[src/rtl/pipeline_stall_ctrl_if.sv]
// Control bundle between the hazard/branch/memory sources and pipeline_stall_ctrl.
// The master side produces the hazard inputs; the slave side is the stall controller.
`timescale 1ns/1ps

interface pipeline_stall_ctrl_if #(
    parameter int CNT_W = 32
);
    logic             load_use_i;
    logic             branch_taken_i;
    logic             mem_access_i;
    logic             mem_ack_i;
    logic             mem_req_o;
    logic             pc_write_o;
    logic             if_id_write_o;
    logic             if_id_flush_o;
    logic             id_ex_bubble_o;
    logic             back_write_o;
    logic             err_o;
    logic [CNT_W-1:0] stall_cnt_o;
    logic [CNT_W-1:0] flush_cnt_o;

    modport master (
        output load_use_i,
        output branch_taken_i,
        output mem_access_i,
        output mem_ack_i,
        input  mem_req_o,
        input  pc_write_o,
        input  if_id_write_o,
        input  if_id_flush_o,
        input  id_ex_bubble_o,
        input  back_write_o,
        input  err_o,
        input  stall_cnt_o,
        input  flush_cnt_o
    );

    modport slave (
        input  load_use_i,
        input  branch_taken_i,
        input  mem_access_i,
        input  mem_ack_i,
        output mem_req_o,
        output pc_write_o,
        output if_id_write_o,
        output if_id_flush_o,
        output id_ex_bubble_o,
        output back_write_o,
        output err_o,
        output stall_cnt_o,
        output flush_cnt_o
    );
endinterface

[src/rtl/pipeline_stall_ctrl.sv]
// Central stall/flush sequencer for the 5-stage pipeline: load-use, branch flush, data-memory freeze.
// Optional performance counters are built only when PIPELINE_STALL_CTRL_PERF_CNT_EN is defined.
`timescale 1ns/1ps

module pipeline_stall_ctrl #(
    parameter int MEM_TIMEOUT = 255,
    parameter int CNT_W       = 32
) (
    input  logic                 clk_i,
    input  logic                 rst_i,
    pipeline_stall_ctrl_if.slave bus
);

    typedef enum logic [1:0] {
        ST_RUN      = 2'd0,
        ST_MEM_WAIT = 2'd1,
        ST_RESUME   = 2'd2
    } state_e;

    localparam int                WAIT_W     = (MEM_TIMEOUT > 1) ? $clog2(MEM_TIMEOUT + 1) : 1;
    localparam bit                TIMEOUT_EN = (MEM_TIMEOUT != 0);
    // Counter parks at the timeout value; with the timeout disabled it never leaves zero.
    localparam logic [WAIT_W-1:0] WAIT_CAP   = WAIT_W'(MEM_TIMEOUT);
    localparam logic [WAIT_W-1:0] WAIT_LAST  = WAIT_W'(MEM_TIMEOUT - 1);

    state_e            state_q;
    state_e            state_d;
    logic              mem_req_q;
    logic              mem_req_d;
    logic              err_q;
    logic              err_d;
    logic [WAIT_W-1:0] wait_cnt_q;
    logic [WAIT_W-1:0] wait_cnt_d;

    logic              hz_pc_write_s;
    logic              hz_if_id_write_s;
    logic              hz_flush_s;
    logic              hz_bubble_s;
    logic              freeze_s;
    logic              pc_write_s;
    logic              if_id_write_s;
    logic              if_id_flush_s;
    logic              id_ex_bubble_s;
    logic              back_write_s;

    // Hazard arbitration: load-use outranks branch flush because branch operands are not ready yet.
    always_comb begin
        hz_pc_write_s    = 1'b1;
        hz_if_id_write_s = 1'b1;
        hz_flush_s       = 1'b0;
        hz_bubble_s      = 1'b0;
        if (bus.load_use_i) begin
            hz_pc_write_s    = 1'b0;
            hz_if_id_write_s = 1'b0;
            hz_bubble_s      = 1'b1;
        end else if (bus.branch_taken_i) begin
            hz_flush_s       = 1'b1;
        end else begin
            hz_pc_write_s    = 1'b1;
            hz_if_id_write_s = 1'b1;
        end
    end

    // Next-state logic and per-stage enables; a freeze overrides every hazard action.
    always_comb begin
        state_d        = state_q;
        freeze_s       = 1'b0;
        pc_write_s     = 1'b1;
        if_id_write_s  = 1'b1;
        if_id_flush_s  = 1'b0;
        id_ex_bubble_s = 1'b0;
        back_write_s   = 1'b1;
        case (state_q)
            ST_RUN: begin
                if (bus.mem_access_i) begin
                    freeze_s = 1'b1;
                    state_d  = ST_MEM_WAIT;
                end else begin
                    freeze_s = 1'b0;
                    state_d  = ST_RUN;
                end
            end
            ST_MEM_WAIT: begin
                freeze_s = 1'b1;
                if (bus.mem_ack_i) begin
                    state_d = ST_RESUME;
                end else begin
                    state_d = ST_MEM_WAIT;
                end
            end
            // The served instruction is still in MEM here, so its access request is ignored.
            ST_RESUME: begin
                freeze_s = 1'b0;
                state_d  = ST_RUN;
            end
            default: begin
                freeze_s = 1'b1;
                state_d  = ST_RUN;
            end
        endcase
        if (freeze_s) begin
            pc_write_s     = 1'b0;
            if_id_write_s  = 1'b0;
            if_id_flush_s  = 1'b0;
            id_ex_bubble_s = 1'b0;
            back_write_s   = 1'b0;
        end else begin
            pc_write_s     = hz_pc_write_s;
            if_id_write_s  = hz_if_id_write_s;
            if_id_flush_s  = hz_flush_s;
            id_ex_bubble_s = hz_bubble_s;
            back_write_s   = 1'b1;
        end
    end

    // Wait counter, sticky timeout flag and registered memory request.
    always_comb begin
        wait_cnt_d = wait_cnt_q;
        err_d      = err_q;
        mem_req_d  = (state_d == ST_MEM_WAIT);
        if ((state_q == ST_RUN) && bus.mem_access_i) begin
            wait_cnt_d = {WAIT_W{1'b0}};
        end else if ((state_q == ST_MEM_WAIT) && !bus.mem_ack_i) begin
            if (wait_cnt_q != WAIT_CAP) begin
                wait_cnt_d = wait_cnt_q + WAIT_W'(1'b1);
            end else begin
                wait_cnt_d = wait_cnt_q;
            end
            if (TIMEOUT_EN && (wait_cnt_q == WAIT_LAST)) begin
                err_d = 1'b1;
            end else begin
                err_d = err_q;
            end
        end else begin
            wait_cnt_d = wait_cnt_q;
        end
    end

    // Sequencer state registers.
    always_ff @(posedge clk_i or posedge rst_i) begin
        if (rst_i) begin
            state_q    <= ST_RUN;
            mem_req_q  <= 1'b0;
            err_q      <= 1'b0;
            wait_cnt_q <= {WAIT_W{1'b0}};
        end else begin
            state_q    <= state_d;
            mem_req_q  <= mem_req_d;
            err_q      <= err_d;
            wait_cnt_q <= wait_cnt_d;
        end
    end

    assign bus.mem_req_o      = mem_req_q;
    assign bus.err_o          = err_q;
    assign bus.pc_write_o     = pc_write_s;
    assign bus.if_id_write_o  = if_id_write_s;
    assign bus.if_id_flush_o  = if_id_flush_s;
    assign bus.id_ex_bubble_o = id_ex_bubble_s;
    assign bus.back_write_o   = back_write_s;

`ifdef PIPELINE_STALL_CTRL_PERF_CNT_EN
    logic [CNT_W-1:0] stall_cnt_q;
    logic [CNT_W-1:0] stall_cnt_d;
    logic [CNT_W-1:0] flush_cnt_q;
    logic [CNT_W-1:0] flush_cnt_d;

    function automatic logic [CNT_W-1:0] sat_inc(input logic [CNT_W-1:0] v);
        if (&v) begin
            return v;
        end else begin
            return v + CNT_W'(1'b1);
        end
    endfunction

    // Stall cycles are those where the PC holds; flush cycles are those that squash IF/ID.
    always_comb begin
        stall_cnt_d = stall_cnt_q;
        flush_cnt_d = flush_cnt_q;
        if (!pc_write_s) begin
            stall_cnt_d = sat_inc(stall_cnt_q);
        end else begin
            stall_cnt_d = stall_cnt_q;
        end
        if (if_id_flush_s) begin
            flush_cnt_d = sat_inc(flush_cnt_q);
        end else begin
            flush_cnt_d = flush_cnt_q;
        end
    end

    // Performance counter registers.
    always_ff @(posedge clk_i or posedge rst_i) begin
        if (rst_i) begin
            stall_cnt_q <= {CNT_W{1'b0}};
            flush_cnt_q <= {CNT_W{1'b0}};
        end else begin
            stall_cnt_q <= stall_cnt_d;
            flush_cnt_q <= flush_cnt_d;
        end
    end

    assign bus.stall_cnt_o = stall_cnt_q;
    assign bus.flush_cnt_o = flush_cnt_q;
`else
    assign bus.stall_cnt_o = {CNT_W{1'b0}};
    assign bus.flush_cnt_o = {CNT_W{1'b0}};
`endif

endmodule

[src/flat_wrapper.sv]
// flat-port wrapper written by rule: the top's interface ports become plain ports
module pipeline_stall_ctrl_flat 
#(
    parameter int MEM_TIMEOUT = 255,
    parameter int CNT_W       = 32
)
  (clk_i, rst_i, bus_load_use_i, bus_branch_taken_i, bus_mem_access_i, bus_mem_ack_i, bus_mem_req_o, bus_pc_write_o, bus_if_id_write_o, bus_if_id_flush_o, bus_id_ex_bubble_o, bus_back_write_o, bus_err_o, bus_stall_cnt_o, bus_flush_cnt_o);
  pipeline_stall_ctrl_if #(.CNT_W(CNT_W)) bus_i ();
  input  logic clk_i;
  input  logic rst_i;
  input wire logic [$bits(bus_i.load_use_i)-1:0] bus_load_use_i;
  input wire logic [$bits(bus_i.branch_taken_i)-1:0] bus_branch_taken_i;
  input wire logic [$bits(bus_i.mem_access_i)-1:0] bus_mem_access_i;
  input wire logic [$bits(bus_i.mem_ack_i)-1:0] bus_mem_ack_i;
  output wire logic [$bits(bus_i.mem_req_o)-1:0] bus_mem_req_o;
  output wire logic [$bits(bus_i.pc_write_o)-1:0] bus_pc_write_o;
  output wire logic [$bits(bus_i.if_id_write_o)-1:0] bus_if_id_write_o;
  output wire logic [$bits(bus_i.if_id_flush_o)-1:0] bus_if_id_flush_o;
  output wire logic [$bits(bus_i.id_ex_bubble_o)-1:0] bus_id_ex_bubble_o;
  output wire logic [$bits(bus_i.back_write_o)-1:0] bus_back_write_o;
  output wire logic [$bits(bus_i.err_o)-1:0] bus_err_o;
  output wire logic [$bits(bus_i.stall_cnt_o)-1:0] bus_stall_cnt_o;
  output wire logic [$bits(bus_i.flush_cnt_o)-1:0] bus_flush_cnt_o;
  assign bus_i.load_use_i = bus_load_use_i;
  assign bus_i.branch_taken_i = bus_branch_taken_i;
  assign bus_i.mem_access_i = bus_mem_access_i;
  assign bus_i.mem_ack_i = bus_mem_ack_i;
  assign bus_mem_req_o = bus_i.mem_req_o;
  assign bus_pc_write_o = bus_i.pc_write_o;
  assign bus_if_id_write_o = bus_i.if_id_write_o;
  assign bus_if_id_flush_o = bus_i.if_id_flush_o;
  assign bus_id_ex_bubble_o = bus_i.id_ex_bubble_o;
  assign bus_back_write_o = bus_i.back_write_o;
  assign bus_err_o = bus_i.err_o;
  assign bus_stall_cnt_o = bus_i.stall_cnt_o;
  assign bus_flush_cnt_o = bus_i.flush_cnt_o;
  pipeline_stall_ctrl #(.MEM_TIMEOUT(MEM_TIMEOUT), .CNT_W(CNT_W)) u_core (.clk_i(clk_i), .rst_i(rst_i), .bus(bus_i));
endmodule
[config.mk]
export PLATFORM = sky130hd
export DESIGN_NAME = pipeline_stall_ctrl_flat
export DESIGN_NICKNAME = d
export VERILOG_FILES = /design/src/rtl/pipeline_stall_ctrl_if.sv /design/src/rtl/pipeline_stall_ctrl.sv /design/src/flat_wrapper.sv
export SDC_FILE = /design/constraint.sdc
export NUM_CORES = 1
export LEC_CHECK = 0
export CORE_MARGIN = 10
export CORE_UTILIZATION = 40
export CTS_BUF_LIST = sky130_fd_sc_hd__clkbuf_4
export DETAILED_ROUTE_END_ITERATION = 16
export PLACE_DENSITY = 0.86
export SYNTH_ARGS = -nofsm -noshare
export SYNTH_HDL_FRONTEND = slang
export SYNTH_SLANG_ARGS = --single-unit
[constraint.sdc]
create_clock -name clk_i -period 5.15 [get_ports clk_i]
set_input_delay 1.03 -clock clk_i [delete_from_list [all_inputs] [get_ports clk_i]]
set_output_delay 1.03 -clock clk_i [all_outputs]
set_load 0.03 [all_outputs]
==> impl_metrics.py <==
metrics = {
    "outcome": {
        "outcome": "finished clean",
    },
    "timing": {
        "drv_slew": 0,
        "fin_crit_ps": 3830,
        "skew_ps": 9.02,
        "setup_viol": 0,
        "finalHoldViolations": 0,
        "whs_ps": 488,
        "tightest_slew_ps": 557,
        "period_share": 0.744,
        "fin_ws_ps": 1320,
        "slew_headroom": 0.628,
        "max_freq_ghz": 0.261,
        "grt_setup_unrepaired": "no",
        "tns_ps": 0,
    },
    "clock_network": {
        "root_buffer": "clkbuf_4",
        "path_clk_slew_ps": 80,
        "postCtsSetupBuffers": 0,
        "cts_tree": "done",
        "h-tree-depth": 1,
        "numCtsBuffers": 3,
        "clock-sinks": 12,
        "clk_path_buf_depth": 2,
        "cts_resized": 0,
        "postCtsHoldBufs": 0,
        "clk_latency_ps": 290,
    },
    "power_and_ir_drop": {
        "power_frac_clock": 0.160,
        "swShare": 0.497,
        "p_per_area_nw_per_um2": 359,
        "ir_drop_uv": 187,
        "seqPwrFrac": 0.355,
        "p_leak_nw": 0.558,
        "p_int_mw": 0.197,
        "power.switching_mw": 0.195,
        "power_frac_comb": 0.486,
    },
    "critical_path": {
        "crit_type": "primary input to output port",
        "worst_setup_path_start_kind": "primary input",
        "r2r_slack_ps": 3400,
        "crit_required_ps": 4120,
        "endpoint": "bus_if_id_flush_o",
        "regToRegEndpoint": "u_core.wait_cnt_q[7]",
        "end_kind": "output port",
        "rr_worst_depth": 5,
        "timing.rr.start": "u_core.wait_cnt_q[1]",
        "worstPathArrival_ps": 2800,
        "worstPathMaxFanout": 3,
        "crit_start": "bus_mem_access_i",
    },
    "place": {
        "gp_congestion": 0.747,
        "hpwl_mm": 1.95,
        "place_area_um2": 1070,
        "place_ws_ps": 1320,
        "port_buffers": 12,
        "numPlacedInstances": 170,
    },
    "logic_synthesis": {
        "synthXorXnorAreaFrac": 0.00756,
        "synth_ff_type": "dfrtp_1",
        "synth_top_family_by_area": "buffers and inverters",
        "synthDistinctLibCells": 33,
        "synthSimpleGateAreaFrac": 0.113,
        "synth_edf_count": 0,
        "synth_compound_area_frac": 0.149,
        "synth_warnings": 0,
        "ys_seq_elements": 12,
        "synth_area_um2": 1160,
        "syn_avg_cell_area_um2": 8.98,
        "syn_inst": 129,
        "yosysSeqAreaShare": 0.259,
        "synthMuxAreaShare": 0.00864,
        "synth-adder-area-share": 0.0216,
        "async_flop_share": 1.00,
    },
    "cells_and_area": {
        "final_nets": 152,
        "final_cell_mix": "64 x conb_1, 12 x clkdlybuf4s50_1, 12 x dfrtp_1",
        "n_antenna_cell": 0,
        "drive_above_1_share": 0.0699,
        "layout_commonest_cell": "conb_1",
        "stdcell_area_um2": 1090,
        "final_cell_count_no_fill": 174,
        "area_growth_pct": -5.72,
    },
    "die": {
        "start_util": 0.420,
        "die-area_um2": 5450,
        "die_h_um": 73.8,
        "io_pins": 77,
        "fp.dieW_um": 73.8,
        "num_rows": 19,
        "core_area_um2": 2760,
    },
    "detailed_routing": {
        "wl_per_cell_um": 12.9,
        "wl_mm": 2.25,
        "postRouteAntennaNets": 0,
        "dr_total_vias": 700,
        "drcViolationCount": 0,
        "first_pass_iters": 4,
        "drtIter0Drc": 45,
        "viasPerCell": 4.02,
    },
    "worst_hold_path": {
        "hold_path_class": "flip-flop to flip-flop",
        "min_from": "u_core.bus.err_o",
    },
    "grt": {
        "grt_pass1_wl_mm": 3.35,
        "grt_antenna_before_repair": 0,
        "grt_pass1_vias": 741,
        "overflow": 0,
        "grt_max_degree": 13,
        "grt_usage": 0.0762,
    },
    "run": {
        "cap_violations": 0,
    },
}
worst max-delay path, cell delays in order:
cell	delay, ps
clkdlybuf4s50_1	450
a21oi_1	210
nor2b_1	260
and2_1	170
clkdlybuf4s50_1	680
layout make-up:
| class | count | area, um^2 |
|---|---|---|
| well taps | 31 | 38.8 |
| clock inverters | 1 | 3.75 |
| multi-input cells | 110 | 588 |
| fillers | 284 | 1670 |
| clock buffers | 3 | 22.5 |
| flip-flops and latches | 12 | 300 |
| repair buffers | 12 | 120 |
| inverters | 5 | 18.8 |
kinds of logic after synthesis:
family | Yosys count
simple gates | 21
fa+ha+maj | 2
xor+xnor | 1
buf+inv | 70
other cells | 1
flops | 12
compound gates | 21
mux | 1
power by group through the flow:
stage                     clock [mW]  combinational (mW)  sequential [mW]
final                         0.0626               0.190            0.139
after global routing          0.0655               0.206            0.142
after global placement             0               0.186            0.140
after detailed placement           0               0.189            0.141
after CTS                     0.0626               0.189            0.139
after floorplan                    0               0.181            0.143
synth_stat cells, types with 2 or more instances:
cell type / count / area share
ha_1: 2 / 0.022
nand2_1: 2 / 0.0065
a21oi_1: 3 / 0.013
inv_1: 5 / 0.016
buf_4: 65 / 0.42
and3_1: 2 / 0.011
o21ai_0: 2 / 0.0086
nand4_1: 2 / 0.011
nor2_1: 4 / 0.013
a31oi_1: 3 / 0.016
and2_1: 2 / 0.011
nand3_1: 3 / 0.013
o211ai_1: 2 / 0.013
o2bb2ai_1: 2 / 0.015
dfrtp_1: 12 / 0.26
flip-flops by register name (all words and copies together), names as in the netlist:
name,cells
u_core.bus.mem_req_o,1
u_core.bus.err_o,1
u_core.state_q,2
u_core.wait_cnt_q,8
metrics by stage:
step	util	power [mW]
after CTS	0.396	0.391
after detailed placement	0.387	0.330
after floorplan	-	0.324
after global placement	0.387	0.326
final	0.396	0.392
after global routing	0.396	0.413
routing by layer:
| layer | GRT usage | up-vias | wire [um] |
|---|---|---|---|
| met3 | 0.0175 | 5 | 234 |
| li1 | - | 334 | - |
| met5 | 0 | - | 0 |
| met1 | 0.0758 | 316 | 775 |
| met2 | 0.134 | 45 | 1190 |
| met4 | 0.0559 | 0 | 55 |
how the worst min path moves through the flow:
stage                                 to  slack [ps]  cells past startpoint
global route            u_core.bus.err_o         520                      1
floorplan           u_core.wait_cnt_q[5]         480                      2
finish                  u_core.bus.err_o         490                      1
global placement        u_core.bus.err_o         450                      1
detailed placement      u_core.bus.err_o         480                      1
CTS                     u_core.bus.err_o         500                      1
(Power assumes the default switching activity.)
